<file path="config.mk">
export PLATFORM = sky130hd
export DESIGN_NAME = vga_plot_arbiter
export DESIGN_NICKNAME = d
export VERILOG_FILES = /design/src/rtl/vga_plot_arbiter.sv
export SDC_FILE = /design/constraint.sdc
export NUM_CORES = 1
export LEC_CHECK = 0
export ABC_AREA = 1
export ABC_CLOCK_PERIOD_IN_PS = 3200
export BUFFER_PORTS_ARGS = -buffer_cell sky130_fd_sc_hd__buf_2
export CORE_UTILIZATION = 50
export DETAILED_ROUTE_END_ITERATION = 10
export PLACE_DENSITY = 0.86
export SLEW_MARGIN = 10
export SYNTH_ARGS = -nofsm -noshare
export SYNTH_HDL_FRONTEND = slang
export SYNTH_SLANG_ARGS = --single-unit
</file>
<file path="constraint.sdc">
create_clock -name clk -period 3.2 [get_ports clk]
set_clock_uncertainty 0.05 [all_clocks]
set_input_delay 0.48 -clock clk [delete_from_list [all_inputs] [get_ports clk]]
set_output_delay 0.48 -clock clk [all_outputs]
set_load 0.005 [all_outputs]
</file>
<file path="src/rtl/vga_plot_arbiter.sv">
// Round-robin, burst-locked arbiter sharing the VGA adapter's single pixel-write port among
// NUM_REQ draw engines. Optional macro PLOT_CLIP_EN suppresses the plot strobe for off-screen beats.
module vga_plot_arbiter #(
   parameter int NUM_REQ   = 4,
   parameter int X_W       = 8,
   parameter int Y_W       = 8,
   parameter int COLOUR_W  = 3,
   parameter int MAX_BURST = 64
) (
   input  logic                         clk,
   input  logic                         rst,
   input  logic [NUM_REQ-1:0]           req,
   input  logic [NUM_REQ-1:0]           last,
   input  logic [NUM_REQ*X_W-1:0]       px_x,
   input  logic [NUM_REQ*Y_W-1:0]       px_y,
   input  logic [NUM_REQ*COLOUR_W-1:0]  px_colour,
   output logic [NUM_REQ-1:0]           gnt,
   output logic [X_W-1:0]               vga_x,
   output logic [Y_W-1:0]               vga_y,
   output logic [COLOUR_W-1:0]          vga_colour,
   output logic                         vga_plot,
   output logic                         busy,
   output logic                         abort
);

   localparam int IDX_W = $clog2(NUM_REQ);
   localparam int CNT_W = $clog2(MAX_BURST);

   typedef enum logic {IDLE, LOCK} state_t;

   state_t               state_q;
   logic [IDX_W-1:0]     rr_ptr_q;
   logic [IDX_W-1:0]     owner_q;
   logic [CNT_W-1:0]     beat_cnt_q;
   logic [NUM_REQ-1:0]   gnt_q;
   logic [X_W-1:0]       vga_x_q;
   logic [Y_W-1:0]       vga_y_q;
   logic [COLOUR_W-1:0]  vga_colour_q;
   logic                 vga_plot_q;
   logic                 busy_q;
   logic                 abort_q;

   logic                 win_found;
   logic [IDX_W-1:0]     win_idx;
   logic [IDX_W-1:0]     cand;
   logic [IDX_W-1:0]     next_ptr;
   logic                 beat;
   logic                 owner_last;
   logic                 wd_hit;
   logic                 on_screen;
   logic [X_W-1:0]       cur_x;
   logic [Y_W-1:0]       cur_y;
   logic [COLOUR_W-1:0]  cur_colour;

   // First requester at or after rr_ptr, wrapping at NUM_REQ.
   always_comb begin
      win_found = 1'b0;
      win_idx   = '0;
      cand      = '0;
      for (int k = 0; k < NUM_REQ; k++) begin
         cand = IDX_W'((int'(rr_ptr_q) + k) % NUM_REQ);
         if (!win_found && req[cand]) begin
            win_found = 1'b1;
            win_idx   = cand;
         end
      end
   end

   assign cur_x      = px_x[int'(owner_q)*X_W +: X_W];
   assign cur_y      = px_y[int'(owner_q)*Y_W +: Y_W];
   assign cur_colour = px_colour[int'(owner_q)*COLOUR_W +: COLOUR_W];
   assign beat       = (state_q == LOCK) && req[owner_q];
   assign owner_last = last[owner_q];
   assign wd_hit     = (beat_cnt_q == CNT_W'(MAX_BURST - 1));
   assign next_ptr   = (owner_q == IDX_W'(NUM_REQ - 1)) ? '0 : owner_q + IDX_W'(1);

`ifdef PLOT_CLIP_EN
   // Screen is 160x120; beats outside it are consumed without a write strobe.
   assign on_screen = (32'(cur_x) < 32'd160) && (32'(cur_y) < 32'd120);
`else
   assign on_screen = 1'b1;
`endif

   // NOTE: sequential state uses non-blocking assignments only, so every register in this
   // block sees the pre-edge value of every other register regardless of statement order.
   always_ff @(posedge clk) begin
      if (!rst) begin
         state_q      <= IDLE;
         rr_ptr_q     <= '0;
         owner_q      <= '0;
         beat_cnt_q   <= '0;
         gnt_q        <= '0;
         vga_x_q      <= '0;
         vga_y_q      <= '0;
         vga_colour_q <= '0;
         vga_plot_q   <= 1'b0;
         busy_q       <= 1'b0;
         abort_q      <= 1'b0;
      end else begin
         vga_plot_q <= 1'b0;
         abort_q    <= 1'b0;
         case (state_q)
            IDLE: begin
               if (win_found) begin
                  owner_q    <= win_idx;
                  gnt_q      <= NUM_REQ'(1) << win_idx;
                  beat_cnt_q <= '0;
                  busy_q     <= 1'b1;
                  state_q    <= LOCK;
               end
            end
            LOCK: begin
               if (beat) begin
                  vga_x_q      <= cur_x;
                  vga_y_q      <= cur_y;
                  vga_colour_q <= cur_colour;
                  vga_plot_q   <= on_screen;
                  beat_cnt_q   <= beat_cnt_q + CNT_W'(1);
                  // Watchdog release behaves like last, but flags the truncated burst.
                  if (owner_last || wd_hit) begin
                     gnt_q    <= '0;
                     rr_ptr_q <= next_ptr;
                     busy_q   <= 1'b0;
                     abort_q  <= !owner_last;
                     state_q  <= IDLE;
                  end
               end
            end
            default: state_q <= IDLE;
         endcase
      end
   end

   assign gnt        = gnt_q;
   assign vga_x      = vga_x_q;
   assign vga_y      = vga_y_q;
   assign vga_colour = vga_colour_q;
   assign vga_plot   = vga_plot_q;
   assign busy       = busy_q;
   assign abort      = abort_q;

endmodule

</file>
==> summary.txt <==
Setup path
  • CP Data Arrival Time: 2430 ps
  • Worst Setup Path Type: flop to flop
  • Setup crit end: beat_cnt_q[3]
  • Critical Path Fanout Max: 43
  • Most frequent CP cell: nand2_1
  • Worst reg2reg path depth: 12
  • Max stage delay cell, worst path: dfxtp_1
  • Crit Reg-Reg Startpoint: owner_q[0]
  • Max incr delay on CP: approximately 340 ps
  • CP Capture Type: flop
  • Crit path from: owner_q[0]
  • Crit path required time: 3380 ps
  • Reg2Reg Setup Slack: around 950 ps
  • Setup crit start kind: flop
  • R2r endpoint: beat_cnt_q[3]
  • Worst-path cell chain: buf_4 > inv_2 > a21oi_1 > o21ai_1 > a21oi_2 > buf_4 > inv_2 > nand2_2 > nand2_1 > nand2_1 > nand2_1 > nor2_1

Floorplanning
  • FP Rows: 24
  • Die area: a little under 0.005 mm²
  • Core area: 0.004384 mm²
  • I/O pin total: 112
  • Initial core utilization: 52.71%
  • Horiz. Die Dim: around 70 µm
  • Die Y: 69.99 µm

Cells and area
  • Area delta synth->final: 27.72%
  • Final core utilization: 67.32%
  • Layout cells sized above 1: 30.70%
  • Nets: 556
  • Ant. Diodes: 0
  • Finished Layout Cells: 521
  • Fillcell total: 392

Pwr
  • PD cells: 799.2 mW/mm²
  • Pleak: approximately 1.5 nW
  • Worst IR Drop VDD: 423.6 µV

Yosys
  • Synthesized area per cell: between 6 and 7 µm²
  • Library cells used by synthesis: 33
  • Yosys warning total: 0
  • Post-Syn Instances: 367
  • #FFs+latches synth: 37
  • Post-synth ARST share: 0%
  • Syn_nets: 455
  • Synth area leader: dfxtp_1
  • Mapped Area: 0.002311 mm²
  • Top-count cell post-synth: nor2_1
  • Synth cell count leaders: nor2_1 (88), o21ai_0 (64), nand2_1 (52), dfxtp_1 (37)
  • Most used DFF post-synth: dfxtp_1
  • Synth area leaders: dfxtp_1 (32%), nor2_1 (14%), o21ai_0 (14%)
  • Register area share after synthesis: 32.05%
  • Post-synth EDFFs: 0
  • Yosys top cell area share: between 30 and 40%

Timing
  • Fmax: ~0.44 GHz
  • Final hold violations: 0
  • Slew @ Worst Pin: 554.1 ps
  • RSZ-0062 raised after global routing: false
  • Fin crit share: ~70%
  • Post-route worst setup slack: 948.5 ps
  • Fin Setup TNS: 0 ps
  • Slew Limit Fails: 0
  • Final Critical Period: 2251 ps
  • Relative slew margins: 63.00%
  • Fin Hold WS: around 440 ps
  • Final setup viols: 0

Detailed routing
  • # DRC: 0
  • Vias: 2716
  • DR iter-0 viols: 148
  • Pre-antenna DRT Iters: 5
  • DR vias/cell: 5.213
  • Routed wire per std cell: about 12 µm
  • Final wirelength: 6.301 mm
  • Post-route ant nets: 0

Outcome
  • Outcome: finished clean

Clocking
  • CTS H-tree lvls: 2
  • Clock tree buffer depth: 2
  • Clk sinks: 37
  • Hold buffer count at cts: 0
  • Num CTS Buffers: 5
  • Clock Root Buffer: clkbuf_8
  • Post-CTS sizing: 0
  • CTS tree: built
  • Clock-pin slew on the worst setup and hold paths: 70 ps
  • Clock latency on the worst-skew pair: between 200 and 300 ps
  • # Post-CTS Setup Buffers: 0

Global routing
  • Vias in the first global route: between 2000 and 3000
  • Global route overflow: 0
  • Total track usage: 26.65%
  • Global-route wire length before repair: about 11 mm
  • Largest net degree at the start of global routing: 44
  • Initial antenna violation count: 0

Run
  • Max_cap viols: 0

Placed design
  • Post-Place Worst Slack: 997.7 ps
  • Placed instance count: around 500
  • Detail Placement HPWL: around 4.8 mm
  • Gp weighted congestion: ~0.92
  • IO Port Bufs: 111

Hold path
  • HP Class: flop to flop
  • Hold path depth: 2
[through the flow]
step | instance area [µm²] | power, mW
after floorplan | 2311 | 1.680
after global placement | 2869 | 2.023
after detailed placement | 2869 | 2.044
after CTS | 2952 | 2.363
after global routing | 2952 | 2.584
final | 2952 | 2.359
[metal layers]
metal	global-route usage [%]	routed length [µm]	part of all wire (%)
met1	31.26	2749	44
met2	47.33	3043	48
met3	6.061	374	5.9
met4	9.333	133	2.1
met5	0	0	0
[state kept, by name, indices dropped and copies added, names as in the netlist]
| register | flops |
|---|---|
| rr_ptr_q | 2 |
| abort | 1 |
| state_q | 1 |
| busy | 1 |
| vga_plot | 1 |
| vga_y | 8 |
| vga_colour | 3 |
| beat_cnt_q | 6 |
| owner_q | 2 |
| vga_x | 8 |
| gnt | 4 |
[kinds of logic (layout without fill, tap and decap cells)]
family,count (synthesis),count (layout),synth area share (%)
and+or+nand+nor,172,172,32.59
AOI/OAI and AO/OA,107,107,25.34
buffers and inverters,48,150,8.554
DFF,37,37,32.05
adders and majority gates,2,2,1.083
xor gates and xnor gates,1,1,0.3791
[cell type report]
cell class | count | area (µm²) | share of cell area (%)
clock inverters | 2 | 10.01 | 0.3391
inverters | 26 | 97.59 | 3.306
multi-input cells | 282 | 1373 | 46.50
flip-flops and latches | 37 | 740.7 | 25.10
well taps | 52 | 65.06 | 2.204
repair buffers | 116 | 593.1 | 20.09
clock buffers | 6 | 72.57 | 2.459
[cell usage in the layout (no fill, tap or decap), drive strengths merged]
cell type,instances
buf,116
nor2,90
o21ai,68
nand2,60
dfxtp,37
inv,25
a31oi,20
nand3,16
a21oi,14
clkbuf,6
nand4,3
clkinv,3
o22ai,2
o211ai,2
ha,2
nor4,1
and3,1
nand3b,1
o31ai,1
xor2,1
[critical path: cells and delay by family (launching register included)]
| kind | cells | cell delay [ps] |
|---|---|---|
| buf+inv | 4 | 970 |
| compound gates | 3 | 430 |
| simple gates | 5 | 400 |
| flops | 1 | 340 |
[worst min-delay path by stage]
| stage | startpoint | to |
|---|---|---|
| after floorplan | beat_cnt_q[4] | beat_cnt_q[4] |
| after global placement | beat_cnt_q[4] | beat_cnt_q[4] |
| after detailed placement | gnt[2] | gnt[2] |
| after CTS | gnt[2] | gnt[2] |
| after global routing | px_y[14] | vga_y[6] |
| final | gnt[2] | gnt[2] |
[power by group]
part	total, mW	switching (mW)	internal, mW
logic	1.30	0.818	0.480
registers	0.749	0.120	0.629
clock network	0.312	0.161	0.151
total	2.36	1.10	1.26
(Power assumes the default switching activity.)
